--- config.mk ---
export PLATFORM = sky130hd
export DESIGN_NAME = riscv_base_writeback
export DESIGN_NICKNAME = d
export VERILOG_FILES = /design/src/rtl/riscv_base_writeback.sv
export SDC_FILE = /design/constraint.sdc
export NUM_CORES = 1
export LEC_CHECK = 0
export CORE_AREA = 2 2 129 131
export CTS_CLUSTER_SIZE = 28
export DETAILED_ROUTE_END_ITERATION = 8
export DIE_AREA = 0 0 131 133
export GPL_TIMING_DRIVEN = 1
export PLACE_DENSITY_LB_ADDON = 0.08
export SETUP_SLACK_MARGIN = 0.05
export SYNTH_ARGS = -nofsm -noshare
export SYNTH_HDL_FRONTEND = slang
export SYNTH_SLANG_ARGS = --single-unit
export TNS_END_PERCENT = 1
--- constraint.sdc ---
create_clock -name clk_i -period 1.5 [get_ports clk_i]
set_input_delay 0.15 -clock clk_i [delete_from_list [all_inputs] [get_ports clk_i]]
set_output_delay 0.15 -clock clk_i [all_outputs]
set_load 0.03 [all_outputs]
--- src/rtl/riscv_base_writeback.sv ---
// Writeback stage for a simple in-order RISC-V core: two-stage ALU/MUL result pipe,
// one outstanding divide with a single-entry skid, and issue-side RAW/structural stall.
module riscv_base_writeback #(
  parameter int unsigned MUL_LATENCY = 2
) (
  input  logic        clk_i,
  input  logic        rst_i,
  input  logic        hold_i,
  input  logic        issue_valid_i,
  input  logic        issue_mul_i,
  input  logic        issue_div_i,
  input  logic [4:0]  issue_rd_idx_i,
  input  logic [4:0]  issue_ra_idx_i,
  input  logic [4:0]  issue_rb_idx_i,
  input  logic [31:0] alu_value_i,
  input  logic [31:0] mul_value_i,
  input  logic        div_valid_i,
  input  logic [31:0] div_value_i,
  output logic        stall_o,
  output logic        wb_valid_o,
  output logic [4:0]  wb_rd_idx_o,
  output logic [31:0] wb_value_o
);

  if (MUL_LATENCY != 2) begin : g_latency_check
    $error("riscv_base_writeback: only MUL_LATENCY == 2 is supported");
  end

  logic        e1_valid_q, e1_valid_d;
  logic        e1_mul_q,   e1_mul_d;
  logic [4:0]  e1_rd_q,    e1_rd_d;
  logic [31:0] e1_value_q, e1_value_d;

  logic        e2_valid_q, e2_valid_d;
  logic        e2_mul_q,   e2_mul_d;
  logic [4:0]  e2_rd_q,    e2_rd_d;
  logic [31:0] e2_value_q, e2_value_d;

  logic        div_pending_q, div_pending_d;
  logic [4:0]  div_rd_q,      div_rd_d;

  logic        skid_valid_q, skid_valid_d;
  logic [31:0] skid_value_q, skid_value_d;

  logic        wb_valid_q, wb_valid_d;
  logic [4:0]  wb_rd_q,    wb_rd_d;
  logic [31:0] wb_value_q, wb_value_d;

  logic        hazard_a;
  logic        hazard_b;
  logic        div_busy;
  logic        accept;
  logic        div_fire;

  // A source only hazards against producers whose value is not yet known at issue.
  assign hazard_a = (issue_ra_idx_i != 5'd0) &&
                    ((e1_valid_q && e1_mul_q && (issue_ra_idx_i == e1_rd_q)) ||
                     (e2_valid_q && e2_mul_q && (issue_ra_idx_i == e2_rd_q)) ||
                     (div_pending_q && (issue_ra_idx_i == div_rd_q)));
  assign hazard_b = (issue_rb_idx_i != 5'd0) &&
                    ((e1_valid_q && e1_mul_q && (issue_rb_idx_i == e1_rd_q)) ||
                     (e2_valid_q && e2_mul_q && (issue_rb_idx_i == e2_rd_q)) ||
                     (div_pending_q && (issue_rb_idx_i == div_rd_q)));
  assign div_busy = issue_div_i && div_pending_q;

  assign stall_o  = div_busy || hazard_a || hazard_b || skid_valid_q;
  assign accept   = issue_valid_i && !stall_o && !hold_i;
  assign div_fire = div_valid_i && div_pending_q;

  always_comb begin
    e1_valid_d    = e1_valid_q;
    e1_mul_d      = e1_mul_q;
    e1_rd_d       = e1_rd_q;
    e1_value_d    = e1_value_q;
    e2_valid_d    = e2_valid_q;
    e2_mul_d      = e2_mul_q;
    e2_rd_d       = e2_rd_q;
    e2_value_d    = e2_value_q;
    div_pending_d = div_pending_q;
    div_rd_d      = div_rd_q;
    skid_valid_d  = skid_valid_q;
    skid_value_d  = skid_value_q;
    wb_valid_d    = wb_valid_q;
    wb_rd_d       = wb_rd_q;
    wb_value_d    = wb_value_q;

    if (!hold_i) begin
      e1_valid_d = accept && !issue_div_i;
      e1_mul_d   = issue_mul_i;
      e1_rd_d    = issue_rd_idx_i;
      e1_value_d = alu_value_i;
      e2_valid_d = e1_valid_q;
      e2_mul_d   = e1_mul_q;
      e2_rd_d    = e1_rd_q;
      e2_value_d = e1_value_q;

      if (e2_valid_q) begin
        wb_valid_d = (e2_rd_q != 5'd0);
        wb_rd_d    = e2_rd_q;
        wb_value_d = e2_mul_q ? mul_value_i : e2_value_q;
        if (div_fire && !skid_valid_q) begin
          skid_valid_d = 1'b1;
          skid_value_d = div_value_i;
        end
      end else if (skid_valid_q) begin
        wb_valid_d    = (div_rd_q != 5'd0);
        wb_rd_d       = div_rd_q;
        wb_value_d    = skid_value_q;
        skid_valid_d  = 1'b0;
        div_pending_d = 1'b0;
      end else if (div_fire) begin
        wb_valid_d    = (div_rd_q != 5'd0);
        wb_rd_d       = div_rd_q;
        wb_value_d    = div_value_i;
        div_pending_d = 1'b0;
      end else begin
        wb_valid_d = 1'b0;
      end
    end else if (div_fire && !skid_valid_q) begin
      skid_valid_d = 1'b1;
      skid_value_d = div_value_i;
    end

    // A new divide can only be accepted once the previous one has retired.
    if (accept && issue_div_i) begin
      div_pending_d = 1'b1;
      div_rd_d      = issue_rd_idx_i;
    end
  end

  always_ff @(posedge clk_i) begin
    if (!rst_i) begin
      e1_valid_q    <= 1'b0;
      e1_mul_q      <= 1'b0;
      e1_rd_q       <= '0;
      e1_value_q    <= '0;
      e2_valid_q    <= 1'b0;
      e2_mul_q      <= 1'b0;
      e2_rd_q       <= '0;
      e2_value_q    <= '0;
      div_pending_q <= 1'b0;
      div_rd_q      <= '0;
      skid_valid_q  <= 1'b0;
      skid_value_q  <= '0;
      wb_valid_q    <= 1'b0;
      wb_rd_q       <= '0;
      wb_value_q    <= '0;
    end else begin
      e1_valid_q    <= e1_valid_d;
      e1_mul_q      <= e1_mul_d;
      e1_rd_q       <= e1_rd_d;
      e1_value_q    <= e1_value_d;
      e2_valid_q    <= e2_valid_d;
      e2_mul_q      <= e2_mul_d;
      e2_rd_q       <= e2_rd_d;
      e2_value_q    <= e2_value_d;
      div_pending_q <= div_pending_d;
      div_rd_q      <= div_rd_d;
      skid_valid_q  <= skid_valid_d;
      skid_value_q  <= skid_value_d;
      wb_valid_q    <= wb_valid_d;
      wb_rd_q       <= wb_rd_d;
      wb_value_q    <= wb_value_d;
    end
  end

  // The write port stays frozen under hold; the enable is masked so nothing commits twice.
  assign wb_valid_o  = wb_valid_q && !hold_i;
  assign wb_rd_idx_o = wb_rd_q;
  assign wb_value_o  = wb_value_q;

endmodule

==> reports/metrics.cfg <==
[power_and_ir_drop]
power.leakage_nw=3.89
p_comb_frac=0.123
intPower_mw=7.80
powerDensity_nw_per_um2=1010
p_total_mw=10.2
power.switching_mw=2.40
pwr-share-seq=0.427
vdd_ir_drop_max_mv=0.833
clockPowerShare=0.450
switching_share=0.235

[place]
dp_hpwl_mm=12.9
place.gp.congestion=0.873
dp.cells=1136
port-buffer-count=156

[synthesis]
synth.cell_area_um2=7220
syn_inst=773
synth_area_per_cell_um2=9.34
synth-seq-cells=155
yosysUniqueCellTypes=34
ys_seq_area_frac=0.430
yosysWarnings=0
synth.net_count=891

[global_routing]
grt_max_degree=61
grtUsageTotal=0.222
grt_pass1_vias=6040
grt_pass1_wl_mm=30.4
antenna_found_initial=0
grt_overflow=0

[cts]
cts_sinks=155
clk_pin_slew_worst_paths_ns=0.06
root_buffer=clkbuf_16
max-clock-path-buffers=2
clock_latency_ns=0.43
htreeDepth=4
cts_tree=built
cts_buffers=17
hold_buffers=0

[timing]
worst_pin_slew_ns=0.482
fmax_ghz=0.534
fin_tns_setup_ns=-2.21
fin_crit_ns=1.87
rsz0062_at_grt=true
fin_ws_ns=-0.373
slew-limit-headroom=0.679
period_share=1.25
hold_viol_final=0
slew_violations=0
fin_skew_ns=0.00571
setup_viol=42
finalHoldWorstSlack_ns=0.134

[routing]
wire_per_inst_um=16.0
vias=6020
wirelength_mm=18.8
drc=0
drt-pass1-iter-count=5
drt-initial-drc-count=258
viasPerCell=5.13
ant_nets=0

[setup_path]
crit_type=reg -> out
slowest_stage=dfxtp_4
cp-end-kind=output port
critPathMaxStageDelay_ns=0.37
crit_chain=xnor2_2 -> nand4_1 -> nor4_2 -> nor3_2 -> nand2_2 -> buf_6
cp.required_ns=1.35
cp-start-kind=flop
worstPathArrival_ns=1.72
crit_fanout=3

[flow_run]
drv_cap=0

[floorplan]
die-width_um=131
rows=47
dieArea_um2=17400
coreArea_um2=16200
die_h_um=133
ioPinCount=157
start_util=0.446

[layout]
area_growth_pct=40.0
finalNonFillerCells=1173
final_nets=1059
drive_gt1_frac=0.144
antenna_cells=0

[min_path]
hp-class=in -> reg

[run_status]
status=complete, but fails checks
violations=setup timing

[critical path, delay by kind of cell, from the launching register on]
kind	cells	cell delay (ns)
DFF	1	0.37
buffers and inverters	1	0.13
and+or+nand+nor	4	0.63
xor gates and xnor gates	1	0.17
[cell usage in the layout, fill, tap and decap left out, drive strengths merged, types with 5 or more instances in the layout]
| master | instances |
|---|---|
| dfxtp | 155 |
| clkbuf | 18 |
| nand2 | 87 |
| nor2b | 143 |
| dlygate4sd2 | 45 |
| a211oi | 64 |
| buf | 59 |
| a21oi | 39 |
| a21boi | 33 |
| nor3 | 7 |
| xnor2 | 26 |
| clkinv | 5 |
| mux2i | 118 |
| clkdlybuf4s50 | 107 |
| nand4 | 6 |
[stage by stage]
stage / worst slack, ns / util / instance area, um^2
final: -0.373 / 0.625 / 10100
after global routing: -0.403 / 0.625 / 10100
after CTS: -0.346 / 0.620 / 10000
after detailed placement: -1.01 / 0.572 / 9250
after global placement: -0.962 / 0.572 / 9250
after floorplan: -0.179 / - / 7220
[flip-flops by register name, summed over array words and instances (netlist names), 5 cells and up]
name / count
e1_value_q: 32
wb_value_o: 32
div_rd_q: 5
e2_value_q: 32
e1_rd_q: 5
skid_value_q: 32
wb_rd_idx_o: 5
e2_rd_q: 5
[area by class of cell]
cell class / count / area (um^2)
flip-flops and latches: 155 / 3130
inverters: 2 / 10.0
multi-input cells: 554 / 4030
clock inverters: 13 / 193
fillers: 1377 / 6070
well taps: 220 / 275
repair buffers: 211 / 2020
clock buffers: 18 / 439
[repair_timing]
item,in CTS,in global routing
gates cloned,0,0
buffers inserted,5,1
pin swaps,11,8
gates resized for setup,96,19
endpoints found under the setup margin,117,79
[synth_stat cells]
cell / instances / area share
nor4_2: 1 / 0.0017
nor3_1: 7 / 0.0049
a211oi_1: 64 / 0.067
nor4_1: 3 / 0.0026
xnor2_1: 26 / 0.032
and2_1: 1 / 0.00087
clkbuf_2: 1 / 0.00069
dfxtp_1: 155 / 0.43
o21ai_1: 1 / 0.00069
o211a_1: 4 / 0.0055
buf_2: 4 / 0.0028
o221a_2: 1 / 0.0016
nor2_1: 3 / 0.0016
clkbuf_1: 48 / 0.025
o31ai_1: 1 / 0.0010
inv_1: 1 / 0.00052
a21o_1: 1 / 0.0010
buf_1: 8 / 0.0042
nand4_1: 6 / 0.0052
buf_6: 1 / 0.0016
nor2_2: 1 / 0.00087
a21oi_1: 39 / 0.027
o41ai_2: 1 / 0.0023
a21boi_1: 33 / 0.034
inv_2: 1 / 0.00052
nor3b_1: 1 / 0.0010
nand2_1: 87 / 0.045
xor2_1: 4 / 0.0049
nor2b_1: 143 / 0.12
o21ai_0: 1 / 0.00069
mux2i_1: 118 / 0.16
nand3_1: 3 / 0.0021
or4_1: 3 / 0.0031
or3_1: 1 / 0.00087
[logic make-up after synthesis]
family	after synthesis	share of synthesized area
simple gates	260	0.194
mux	118	0.164
compound gates	146	0.141
buf+inv	64	0.0352
flops	155	0.430
xor+xnor	30	0.0364
[power by group through the flow]
stage | registers (mW) | logic (mW) | clock network [mW]
after floorplan | 4.47 | 0.602 | 0
after global placement | 4.44 | 1.21 | 0
after detailed placement | 4.44 | 1.24 | 0
after CTS | 4.35 | 1.25 | 4.67
after global routing | 4.36 | 1.36 | 4.85
final | 4.35 | 1.26 | 4.59
[worst paths after layout]
check,end,start,cells past startpoint,slack (ns)
setup / recovery,stall_o,e2_rd_q[4]$_SDFFE_PN0N_,6,-0.37
hold / removal,div_pending_q$_SDFFE_PN0P_,hold_i,4,0.13
hold reg to reg,skid_value_q[27]$_SDFFE_PN0P_,skid_value_q[27]$_SDFFE_PN0P_,2,0.45
setup reg to reg,e1_valid_q$_SDFFE_PN0N_,e2_rd_q[0]$_SDFFE_PN0N_,9,-0.24
[metal layers]
layer,global-route usage,vias to the layer above,part of all wire
met4,0.0745,0,0.019
met3,0.0510,29,0.053
met1,0.288,2844,0.45
met2,0.361,144,0.47
met5,0,-,0
li1,-,3003,-
No activity file was read; power rests on OpenSTA's default activity.
